### config.mk
export PLATFORM = sky130hd
export DESIGN_NAME = channel_readout_packer
export DESIGN_NICKNAME = d
export VERILOG_FILES = /design/src/rtl/channel_pack_pkg.sv /design/src/rtl/pack_fifo.sv /design/src/rtl/channel_readout_packer.sv
export SDC_FILE = /design/constraint.sdc
export NUM_CORES = 1
export LEC_CHECK = 0
export ABC_AREA = 1
export CAP_MARGIN = 0
export CELL_PAD_IN_SITES_DETAIL_PLACEMENT = 2
export CELL_PAD_IN_SITES_GLOBAL_PLACEMENT = 2
export CORE_ASPECT_RATIO = 0.8
export CORE_MARGIN = 2
export CORE_UTILIZATION = 30
export CTS_CLUSTER_SIZE = 28
export DETAILED_ROUTE_END_ITERATION = 12
export PLACE_DENSITY_LB_ADDON = 0.1
export RECOVER_POWER = 100
export SYNTH_ARGS = -nofsm -noshare
export SYNTH_HDL_FRONTEND = slang
export SYNTH_HIERARCHICAL = 1
export SYNTH_SLANG_ARGS = --single-unit
### constraint.sdc
create_clock -name clk -period 9.25 [get_ports clk]
set_input_delay 1.85 -clock clk [delete_from_list [all_inputs] [get_ports clk]]
set_output_delay 1.85 -clock clk [all_outputs]
set_load 0.05 [all_outputs]
### src/rtl/channel_pack_pkg.sv
// Shared definitions for the channel readout packer: word tags, FSM encoding
// and the tagged-word builder.
package channel_pack_pkg;

    localparam logic [3:0] TAG_HDR0  = 4'hA;
    localparam logic [3:0] TAG_HDR1  = 4'h5;
    localparam logic [3:0] TAG_DATA  = 4'h0;
    localparam logic [3:0] TAG_TRAIL = 4'hF;

    typedef enum logic [2:0] {
        IDLE  = 3'd0,
        HDR0  = 3'd1,
        HDR1  = 3'd2,
        WAIT  = 3'd3,
        DATA  = 3'd4,
        TRAIL = 3'd5,
        DONE  = 3'd6
    } pack_state_e;

    function automatic logic [15:0] pack_word(input logic [3:0] tag, input logic [11:0] payload);
        return {tag, payload};
    endfunction

endpackage

### src/rtl/pack_fifo.sv
// First-word-fall-through 16-bit FIFO; a push while full is accepted when a
// pop frees the slot in the same cycle.
module pack_fifo #(
    parameter int DEPTH_LOG2 = 5
) (
    input  logic        clk,
    input  logic        reset_n,
    input  logic        push,
    input  logic [15:0] push_data,
    input  logic        pop,
    output logic [15:0] pop_data,
    output logic        full,
    output logic        empty
);

    localparam int DEPTH = 1 << DEPTH_LOG2;
    localparam logic [DEPTH_LOG2-1:0] PTR_ONE   = DEPTH_LOG2'(1);
    localparam logic [DEPTH_LOG2:0]   CNT_ONE   = (DEPTH_LOG2 + 1)'(1);
    localparam logic [DEPTH_LOG2:0]   CNT_ZERO  = (DEPTH_LOG2 + 1)'(0);
    localparam logic [DEPTH_LOG2:0]   CNT_DEPTH = (DEPTH_LOG2 + 1)'(DEPTH);

    logic [15:0]           mem_r [DEPTH];
    logic [DEPTH_LOG2-1:0] wr_ptr_r;
    logic [DEPTH_LOG2-1:0] rd_ptr_r;
    logic [DEPTH_LOG2:0]   count_r;
    logic [DEPTH_LOG2:0]   count_nxt_s;
    logic                  full_r;
    logic                  empty_r;
    logic                  do_pop_s;
    logic                  do_push_s;

    assign do_pop_s  = pop & ~empty_r;
    assign do_push_s = push & (~full_r | do_pop_s);

    // Occupancy update from the accepted push/pop pair.
    always_comb begin
        count_nxt_s = count_r;
        case ({do_push_s, do_pop_s})
            2'b10:   count_nxt_s = count_r + CNT_ONE;
            2'b01:   count_nxt_s = count_r - CNT_ONE;
            default: count_nxt_s = count_r;
        endcase
    end

    // Pointers, occupancy and registered full/empty flags.
    always_ff @(posedge clk or negedge reset_n) begin
        if (!reset_n) begin
            wr_ptr_r <= {DEPTH_LOG2{1'b0}};
            rd_ptr_r <= {DEPTH_LOG2{1'b0}};
            count_r  <= CNT_ZERO;
            full_r   <= 1'b0;
            empty_r  <= 1'b1;
        end else begin
            if (do_push_s) wr_ptr_r <= wr_ptr_r + PTR_ONE;
            if (do_pop_s)  rd_ptr_r <= rd_ptr_r + PTR_ONE;
            count_r <= count_nxt_s;
            full_r  <= (count_nxt_s == CNT_DEPTH);
            empty_r <= (count_nxt_s == CNT_ZERO);
        end
    end

    // Storage array; contents are don't-care until the pointers cover them.
    always_ff @(posedge clk) begin
        if (do_push_s) mem_r[wr_ptr_r] <= push_data;
    end

    // The head word is forced to zero while empty so the link sees a quiet bus.
    assign pop_data = empty_r ? 16'h0000 : mem_r[rd_ptr_r];
    assign full     = full_r;
    assign empty    = empty_r;

endmodule

### src/rtl/channel_readout_packer.sv
// Reads one digitizer channel window and packs header/samples/trailer words
// into a FIFO for a valid/ready link. PACK_CHECKSUM_EN selects a checksum trailer.
module channel_readout_packer
    import channel_pack_pkg::*;
#(
    parameter int SIZE            = 12,
    parameter int WIDTH           = 12,
    parameter int START_LAT       = 2,
    parameter int FIFO_DEPTH_LOG2 = 5
) (
    input  logic             clk,
    input  logic             reset_n,
    input  logic             start,
    input  logic [SIZE-1:0]  how_many_i,
    input  logic [SIZE-1:0]  offset_i,
    output logic [SIZE-1:0]  how_many,
    output logic [SIZE-1:0]  offset,
    output logic             read_request,
    input  logic [WIDTH-1:0] data_in,
    output logic [15:0]      out_data,
    output logic             out_valid,
    input  logic             out_ready,
    output logic             busy,
    output logic             done,
    output logic             overflow
);

    localparam logic [SIZE-1:0] CNT_ONE  = SIZE'(1);
    localparam logic [SIZE-1:0] CNT_ZERO = SIZE'(0);
    localparam logic [7:0]      LAT_END  = 8'(START_LAT - 2);

    pack_state_e     state_r;
    pack_state_e     state_nxt_s;
    logic [SIZE-1:0] how_many_r;
    logic [SIZE-1:0] offset_r;
    logic [SIZE-1:0] cnt_r;
    logic [7:0]      lat_cnt_r;
    logic            overflow_r;
    logic            busy_r;
    logic            done_r;
    logic            accept_s;
    logic            can_write_s;
    logic            push_s;
    logic            drop_s;
    logic            read_request_s;
    logic [15:0]     push_data_s;
    logic [15:0]     trailer_s;
    logic            fifo_full_s;
    logic            fifo_empty_s;

    assign accept_s = (state_r == IDLE) & start;
    // When full the head is valid, so out_ready alone means a slot frees this cycle.
    assign can_write_s = ~fifo_full_s | out_ready;

`ifdef PACK_CHECKSUM_EN
    logic [11:0] checksum_r;

    // Running mod-4096 sum of every received sample, dropped or not.
    always_ff @(posedge clk or negedge reset_n) begin
        if (!reset_n) begin
            checksum_r <= 12'h000;
        end else if (accept_s) begin
            checksum_r <= 12'h000;
        end else if (state_r == DATA) begin
            checksum_r <= checksum_r + 12'(data_in);
        end
    end

    assign trailer_s = pack_word(TAG_TRAIL, checksum_r);
`else
    assign trailer_s = pack_word(TAG_TRAIL, 12'(cnt_r));
`endif

    // Next-state, FIFO write and channel request decode.
    always_comb begin
        state_nxt_s    = state_r;
        push_s         = 1'b0;
        drop_s         = 1'b0;
        read_request_s = 1'b0;
        push_data_s    = 16'h0000;
        case (state_r)
            IDLE: begin
                if (start) state_nxt_s = HDR0;
                else       state_nxt_s = IDLE;
            end
            HDR0: begin
                push_data_s = pack_word(TAG_HDR0, 12'(how_many_r));
                if (can_write_s) begin
                    push_s      = 1'b1;
                    state_nxt_s = HDR1;
                end else begin
                    state_nxt_s = HDR0;
                end
            end
            HDR1: begin
                push_data_s = pack_word(TAG_HDR1, 12'(offset_r));
                if (can_write_s) begin
                    push_s = 1'b1;
                    if (how_many_r != CNT_ZERO) begin
                        read_request_s = 1'b1;
                        state_nxt_s    = (START_LAT == 1) ? DATA : WAIT;
                    end else begin
                        state_nxt_s = TRAIL;
                    end
                end else begin
                    state_nxt_s = HDR1;
                end
            end
            WAIT: begin
                if (lat_cnt_r == LAT_END) state_nxt_s = DATA;
                else                      state_nxt_s = WAIT;
            end
            DATA: begin
                push_data_s = pack_word(TAG_DATA, 12'(data_in));
                if (can_write_s) push_s = 1'b1;
                else             drop_s = 1'b1;
                if (cnt_r + CNT_ONE == how_many_r) state_nxt_s = TRAIL;
                else                               state_nxt_s = DATA;
            end
            TRAIL: begin
                push_data_s = trailer_s;
                if (can_write_s) begin
                    push_s      = 1'b1;
                    state_nxt_s = DONE;
                end else begin
                    state_nxt_s = TRAIL;
                end
            end
            DONE:    state_nxt_s = IDLE;
            default: state_nxt_s = IDLE;
        endcase
    end

    // State register with registered busy/done derived from the next state.
    always_ff @(posedge clk or negedge reset_n) begin
        if (!reset_n) begin
            state_r <= IDLE;
            busy_r  <= 1'b0;
            done_r  <= 1'b0;
        end else begin
            state_r <= state_nxt_s;
            busy_r  <= (state_nxt_s != IDLE);
            done_r  <= (state_nxt_s == DONE);
        end
    end

    // Command latch; held until the next accepted start.
    always_ff @(posedge clk or negedge reset_n) begin
        if (!reset_n) begin
            how_many_r <= CNT_ZERO;
            offset_r   <= CNT_ZERO;
        end else if (accept_s) begin
            how_many_r <= how_many_i;
            offset_r   <= offset_i;
        end
    end

    // Sample counter, start-latency counter and sticky overflow.
    always_ff @(posedge clk or negedge reset_n) begin
        if (!reset_n) begin
            cnt_r      <= CNT_ZERO;
            lat_cnt_r  <= 8'd0;
            overflow_r <= 1'b0;
        end else begin
            lat_cnt_r <= (state_r == WAIT) ? lat_cnt_r + 8'd1 : 8'd0;
            if (accept_s) begin
                cnt_r      <= CNT_ZERO;
                overflow_r <= 1'b0;
            end else begin
                if (state_r == DATA) cnt_r <= cnt_r + CNT_ONE;
                if (drop_s)          overflow_r <= 1'b1;
            end
        end
    end

    pack_fifo #(
        .DEPTH_LOG2 (FIFO_DEPTH_LOG2)
    ) u_fifo (
        .clk       (clk),
        .reset_n   (reset_n),
        .push      (push_s),
        .push_data (push_data_s),
        .pop       (out_ready),
        .pop_data  (out_data),
        .full      (fifo_full_s),
        .empty     (fifo_empty_s)
    );

    assign out_valid    = ~fifo_empty_s;
    assign read_request = read_request_s;
    assign how_many     = how_many_r;
    assign offset       = offset_r;
    assign busy         = busy_r;
    assign done         = done_r;
    assign overflow     = overflow_r;

endmodule

-- Word-level counts from Yosys, hierarchy flattened
Memory sizes are Yosys's and may differ from the RTL's.
Cells that the tools add are included.
- register bits: 68
- memory bits (writable): 512
- input bits: 40
- memories kept: 1
- memory list (memory ; depth ; width ; rd ports ; clocked after memory_dff ; write ports ; RTL line ; text):
    u_fifo.mem_r ; 32 ; 16 ; 1 ; 0 ; 1 ; pack_fifo.sv:22 ; logic [15:0] mem_r [DEPTH];
- add/subtract/negate cells: 6
- equal/unequal tests: 10
- muxes and demuxes: 25
- bitwise operators: 7
- reduce and logical (&&, ||, !) cells: 8
- operators by type and width (operator ; count):
    $pmux W16 S4 ; 1
    $mux W12 ; 2
    $pmux W3 S6 ; 1
    $mux W16 ; 1
    $mux W1 ; 13
    $add A12 B1 Y12 const B ; 1
    $eq A12 B12 Y1 ; 1
    $pmux W6 S2 ; 1
    $reduce_bool A12 Y1 ; 1
    $add A5 B1 Y5 const B ; 2
    $eq A3 B3 Y1 const B ; 3
    $mux W3 ; 3
    $add A8 B1 Y8 const B ; 1
    $logic_not A8 Y1 ; 1
    $mux W8 ; 1
    $add A6 B1 Y6 const B ; 1
    $eq A3 B2 Y1 const B ; 2
    $eq A6 B6 Y1 const B ; 1
    $logic_not A6 Y1 ; 1
    $sub A6 B1 Y6 const B ; 1
    $mux W2 ; 2
    $reduce_bool A2 Y1 ; 2
    $reduce_or A4 Y1 ; 1
    $and A1 B1 Y1 ; 3
    7 further kinds ; 9

-- Logic depth before layout (Yosys ltp)
- depth after elaboration: 8
- depth in mapped cells: 21

-- Hierarchy
Netlist, hierarchy kept.
- by module, submodules not included (module ; times used ; cells an instance ; area an instance (µm²) ; seq. area each (µm²)):
    pack_fifo ; 1 ; 1748 ; 21408.0 ; 15826.4
    channel_readout_packer ; 1 ; 385 ; 2787.7 ; 1251.2

-- Worst setup path after synthesis
OpenSTA, ideal clock, no wires.
- path type: input to output
- from: in out_ready
- to: out read_request
- arrival: 3.021 ns
- data required time: 7.400 ns
- setup slack: 4.379 ns
- stages on the path: 2
- buffers on the path: 0
- cells stage by stage: nor2_1 -> nor3_1
- word-level cells in the longest chain between the ends: 3
- RTL lines (item ; RTL line ; text):
    from (decl) ; channel_readout_packer.sv:22 ; input logic out_ready,
    $or A1 B1 Y1 ; channel_readout_packer.sv:53 ; assign can_write_s = ~fifo_full_s | out_ready;
    $mux W1 ; channel_readout_packer.sv:97 ; if (can_write_s) begin
    $mux W1 ; channel_readout_packer.sv:81 ; case (state_r)
    to (decl) ; channel_readout_packer.sv:18 ; output logic read_request,
Every way passes these cells.

-- Worst setup path after layout
- from: reg u_fifo.rd_ptr_r[1]
- to: out out_data[12]
- word-level cells in the longest chain between the ends: 2
- RTL lines (item ; RTL line ; text):
    from (decl) ; pack_fifo.sv:24 ; logic [DEPTH_LOG2-1:0] rd_ptr_r;
    from (signal assigned) ; pack_fifo.sv:49 ; rd_ptr_r <= {DEPTH_LOG2{1'b0}};
    from (signal assigned) ; pack_fifo.sv:55 ; if (do_pop_s) rd_ptr_r <= rd_ptr_r + PTR_ONE;
    $mem_v2 Z32 W16 ; - ;
    $mux W16 ; pack_fifo.sv:68 ; assign pop_data = empty_r ? 16'h0000 : mem_r[rd_ptr_r];
    to (decl) ; channel_readout_packer.sv:20 ; output logic [15:0] out_data,
Every way passes these cells.

==> results.ini <==
[run_status]
status=finished with violations
violations=max-capacitance violations, max-slew violations

[setup_path]
crit_fanout=77
reg2reg_depth=5
crit_path_end=out_data[12]
path_buf_inv=2
critical-path-max-stage-delay_ns=1.78
crit_slowest_cell=dfrtp_1
cpMostUsedCell=nand2_1
reg2reg_setup_slack_ns=2.13
worst_setup_path_start_kind=flip-flop
cp.required_ns=7.40
setup.worst_path.start=u_fifo/rd_ptr_r[1]
path_cells=buf_4, o21ai_0, o21ai_0, nand2_1, nand2_1, a21oi_1, nand2_1, nand2_1, nor2_1, dlygate4sd3_1
arrival_ns=5.38
timing.rr.start=state_r[1]
crit_cells=10
r2r-end=u_fifo/mem_r[27][1]
path_class=flip-flop to output port
cp_top_family=buffers and inverters
worst_setup_path_end_kind=output port

[floorplanning]
row_count=93
initial_core_util_pct=30.2
core_sq_um=80200
die_width_um=322
io_pins=85
die-area_sq_um=83000
die_y_um=258

[synth]
synth_compound_area_share_pct=9.93
synth_commonest_cells=edfxtp_1 (512), nor2_1 (416), nand2_1 (334)
synth_adder_area_share_pct=0.569
synth_top_family_by_area=simple AND/OR/NAND/NOR gates
synthesis.instances=2133
synth_ff_type=edfxtp_1
synth-seq-cells=580
ys_async_sr_fraction_pct=11.7
yosysTopAreaCellShare_pct=63.5
ys_types=37
ys_seq_area_share_pct=70.6
syn_avg_cell_area_sq_um=11.3
synthSimpleGateAreaFrac_pct=14.9
yosysWarnings=6
synth.most_common_cell=edfxtp_1
netlist_area_sq_um=24200
synth-xor-area-share_pct=0.398
netlist_top_cells_area=edfxtp_1 (64%), dfrtp_1 (6.9%), nor2_1 (6.5%)
synth_top_area_cell=edfxtp_1
synth_mux_area_share_pct=0
synth_nets=2184
synth-edff-count=512

[timing]
fmax_mhz=138
rsz0062_at_grt=no
max_slew.worst_pin.slew_ns=3.63
skew_ns=0.0373
fin_crit_sh_pct=78.2
tns_ns=0
setup_violations=0
fin_crit_ns=7.23
setup_slack_ns=2.02
drv_slew=363
slew_headroom_pct=-142
hold_viol=0

[clocking]
cts_max_path_buffers=3
clk_pin_slew_ns=0.06
cts_inserted_buffers=69
htree_levels=3
clk_latency_ns=0.63
cts_tree=built
ctsHoldBuffers=0
cts_root_buf=clkbuf_16
cts_resized=0
clkSinkCount=580
postCtsSetupBuffers=0

[final_layout]
fillers=8378
final_nets=2273
syn2layout_area_growth_pct=17.8
drive_gt1_share_pct=6.33

[grt]
grt_pass1_vias=18700
grt_use_total_pct=20.4
grt_pass1_wl_mm=126
grt_start_max_net_pins=175
antenna_found_initial=0
grtUsageMet2_pct=32.8
use_met1_pct=29.0
gr-total-overflow=0
grt_use_met3_pct=3.06
grt-busiest-layer=met2

[route]
first_pass_iters=5
wl_mm=83.4
drtIter0Drc=1116
viasPerCell=5.15
avgRoutedWirePerCell_um=25.1
postRouteAntennaNets=0
drc_errors=0
vias=17100

[power]
power_density_nw_per_um2=387
vdd_drop_max_v=0.000276
p_leak_nw=9.95

[placement]
post-place-ws_ns=3.63
port_buffers=84
dp_hpwl_mm=48.4
routabilityCongestion=0.772

[job]
cap_viol_max_count=12

[worst_hold_path]
hold_path.class=flip-flop to flip-flop

[area by class of cell]
| cell class | count | area, sq um | area share (%) |
|---|---|---|---|
| multi-input combinational | 1349 | 6400 | 22.5 |
| inverter | 90 | 347 | 1.22 |
| timing repair buffer | 132 | 1120 | 3.92 |
| antenna | 2 | 5.00 | 0.0176 |
| clock buffer | 85 | 1870 | 6.57 |
| tap | 1045 | 1310 | 4.59 |
| clock inverter | 40 | 365 | 1.28 |
| sequential | 580 | 17100 | 59.9 |
[state kept, by name, indices dropped and copies added (netlist names)]
register	cells
u_fifo/full	1
busy	1
u_fifo/mem_r	512
overflow	1
done	1
cnt_r	12
u_fifo/empty	1
how_many	12
u_fifo/rd_ptr_r	5
u_fifo/count_r	6
u_fifo/wr_ptr_r	5
lat_cnt_r	8
state_r	3
offset	12
[worst min-delay path by stage]
stage	to	from	slack [ns]	depth (start not counted)
3_3_place_gp	lat_cnt_r[0]	lat_cnt_r[0]	0.48	1
4_1_cts	lat_cnt_r[0]	lat_cnt_r[0]	0.49	1
5_1_grt	lat_cnt_r[0]	lat_cnt_r[0]	0.55	1
2_1_floorplan	lat_cnt_r[0]	lat_cnt_r[0]	0.45	1
3_5_place_dp	lat_cnt_r[0]	lat_cnt_r[0]	0.49	1
6_report	lat_cnt_r[0]	lat_cnt_r[0]	0.49	1
[kinds of logic (layout without fill, tap and decap cells)]
family / count (synthesis) / in the layout
other: 0 / 2
adders and majority gates: 11 / 11
AOI/OAI and AO/OA: 431 / 431
xor gates and xnor gates: 11 / 11
and+or+nand+nor: 896 / 896
buffers and inverters: 204 / 347
DFF: 580 / 580
[placed cells by master (no fill, tap or decap), types with 3 or more instances in the layout]
master,n
a21oi_1,24
buf_12,3
buf_4,14
bufinv_16,6
clkbuf_1,44
clkbuf_16,73
clkdlybuf4s50_1,36
clkinv_1,23
clkinv_2,10
clkinvlp_4,3
dfrtp_1,65
dlygate4sd3_1,47
edfxtp_1,512
ha_1,11
inv_1,79
inv_2,4
nand2_1,334
nand3_1,118
nand4_1,9
nor2_1,409
nor2_2,4
nor2_4,7
nor3_1,6
o2111ai_1,4
o2111ai_4,8
o211ai_1,40
o21ai_0,257
o21ai_1,23
o22ai_1,73
xnor2_1,4
xor2_1,7
[per-layer routing]
| layer | part of all wire (%) | up-vias |
|---|---|---|
| met1 | 49 | 9057 |
| met5 | 0 | - |
| li1 | - | 7719 |
| met3 | 3.0 | 104 |
| met4 | 2.0 | 0 |
| met2 | 46 | 236 |
[where the power goes]
group / switching, mW / internal (mW) / leakage [nW]
clock: 1.12 / 1.61 / 1.09
combinational: 3.42 / 1.06 / 3.30
sequential: 0.244 / 3.56 / 5.57
[worst register-to-register path, stage by stage, from the launching register on]
cell and delay [ns]:
dfrtp_1 0.41, nor2_1 1.62, clkbuf_1 1.81, nand2_1 0.75, o2111ai_4 0.41, clkbuf_1 1.58
[per-stage QoR]
| step | util, % | total power [mW] | instances | hold WS, ns | instance area, sq um |
|---|---|---|---|---|---|
| detailed placement | 33.0 | 8.51 | 3196 | 0.486 | 26400 |
| CTS | 35.8 | 11.3 | 3321 | 0.494 | 28700 |
| floorplan | - | 6.53 | 2133 | 0.455 | 24200 |
| finish | 35.5 | 11.0 | 3323 | 0.488 | 28500 |
| global route | 35.5 | 11.7 | 3321 | 0.553 | 28500 |
| global placement | 33.0 | 8.42 | 3196 | 0.476 | 26400 |
(Power assumes the default switching activity.)
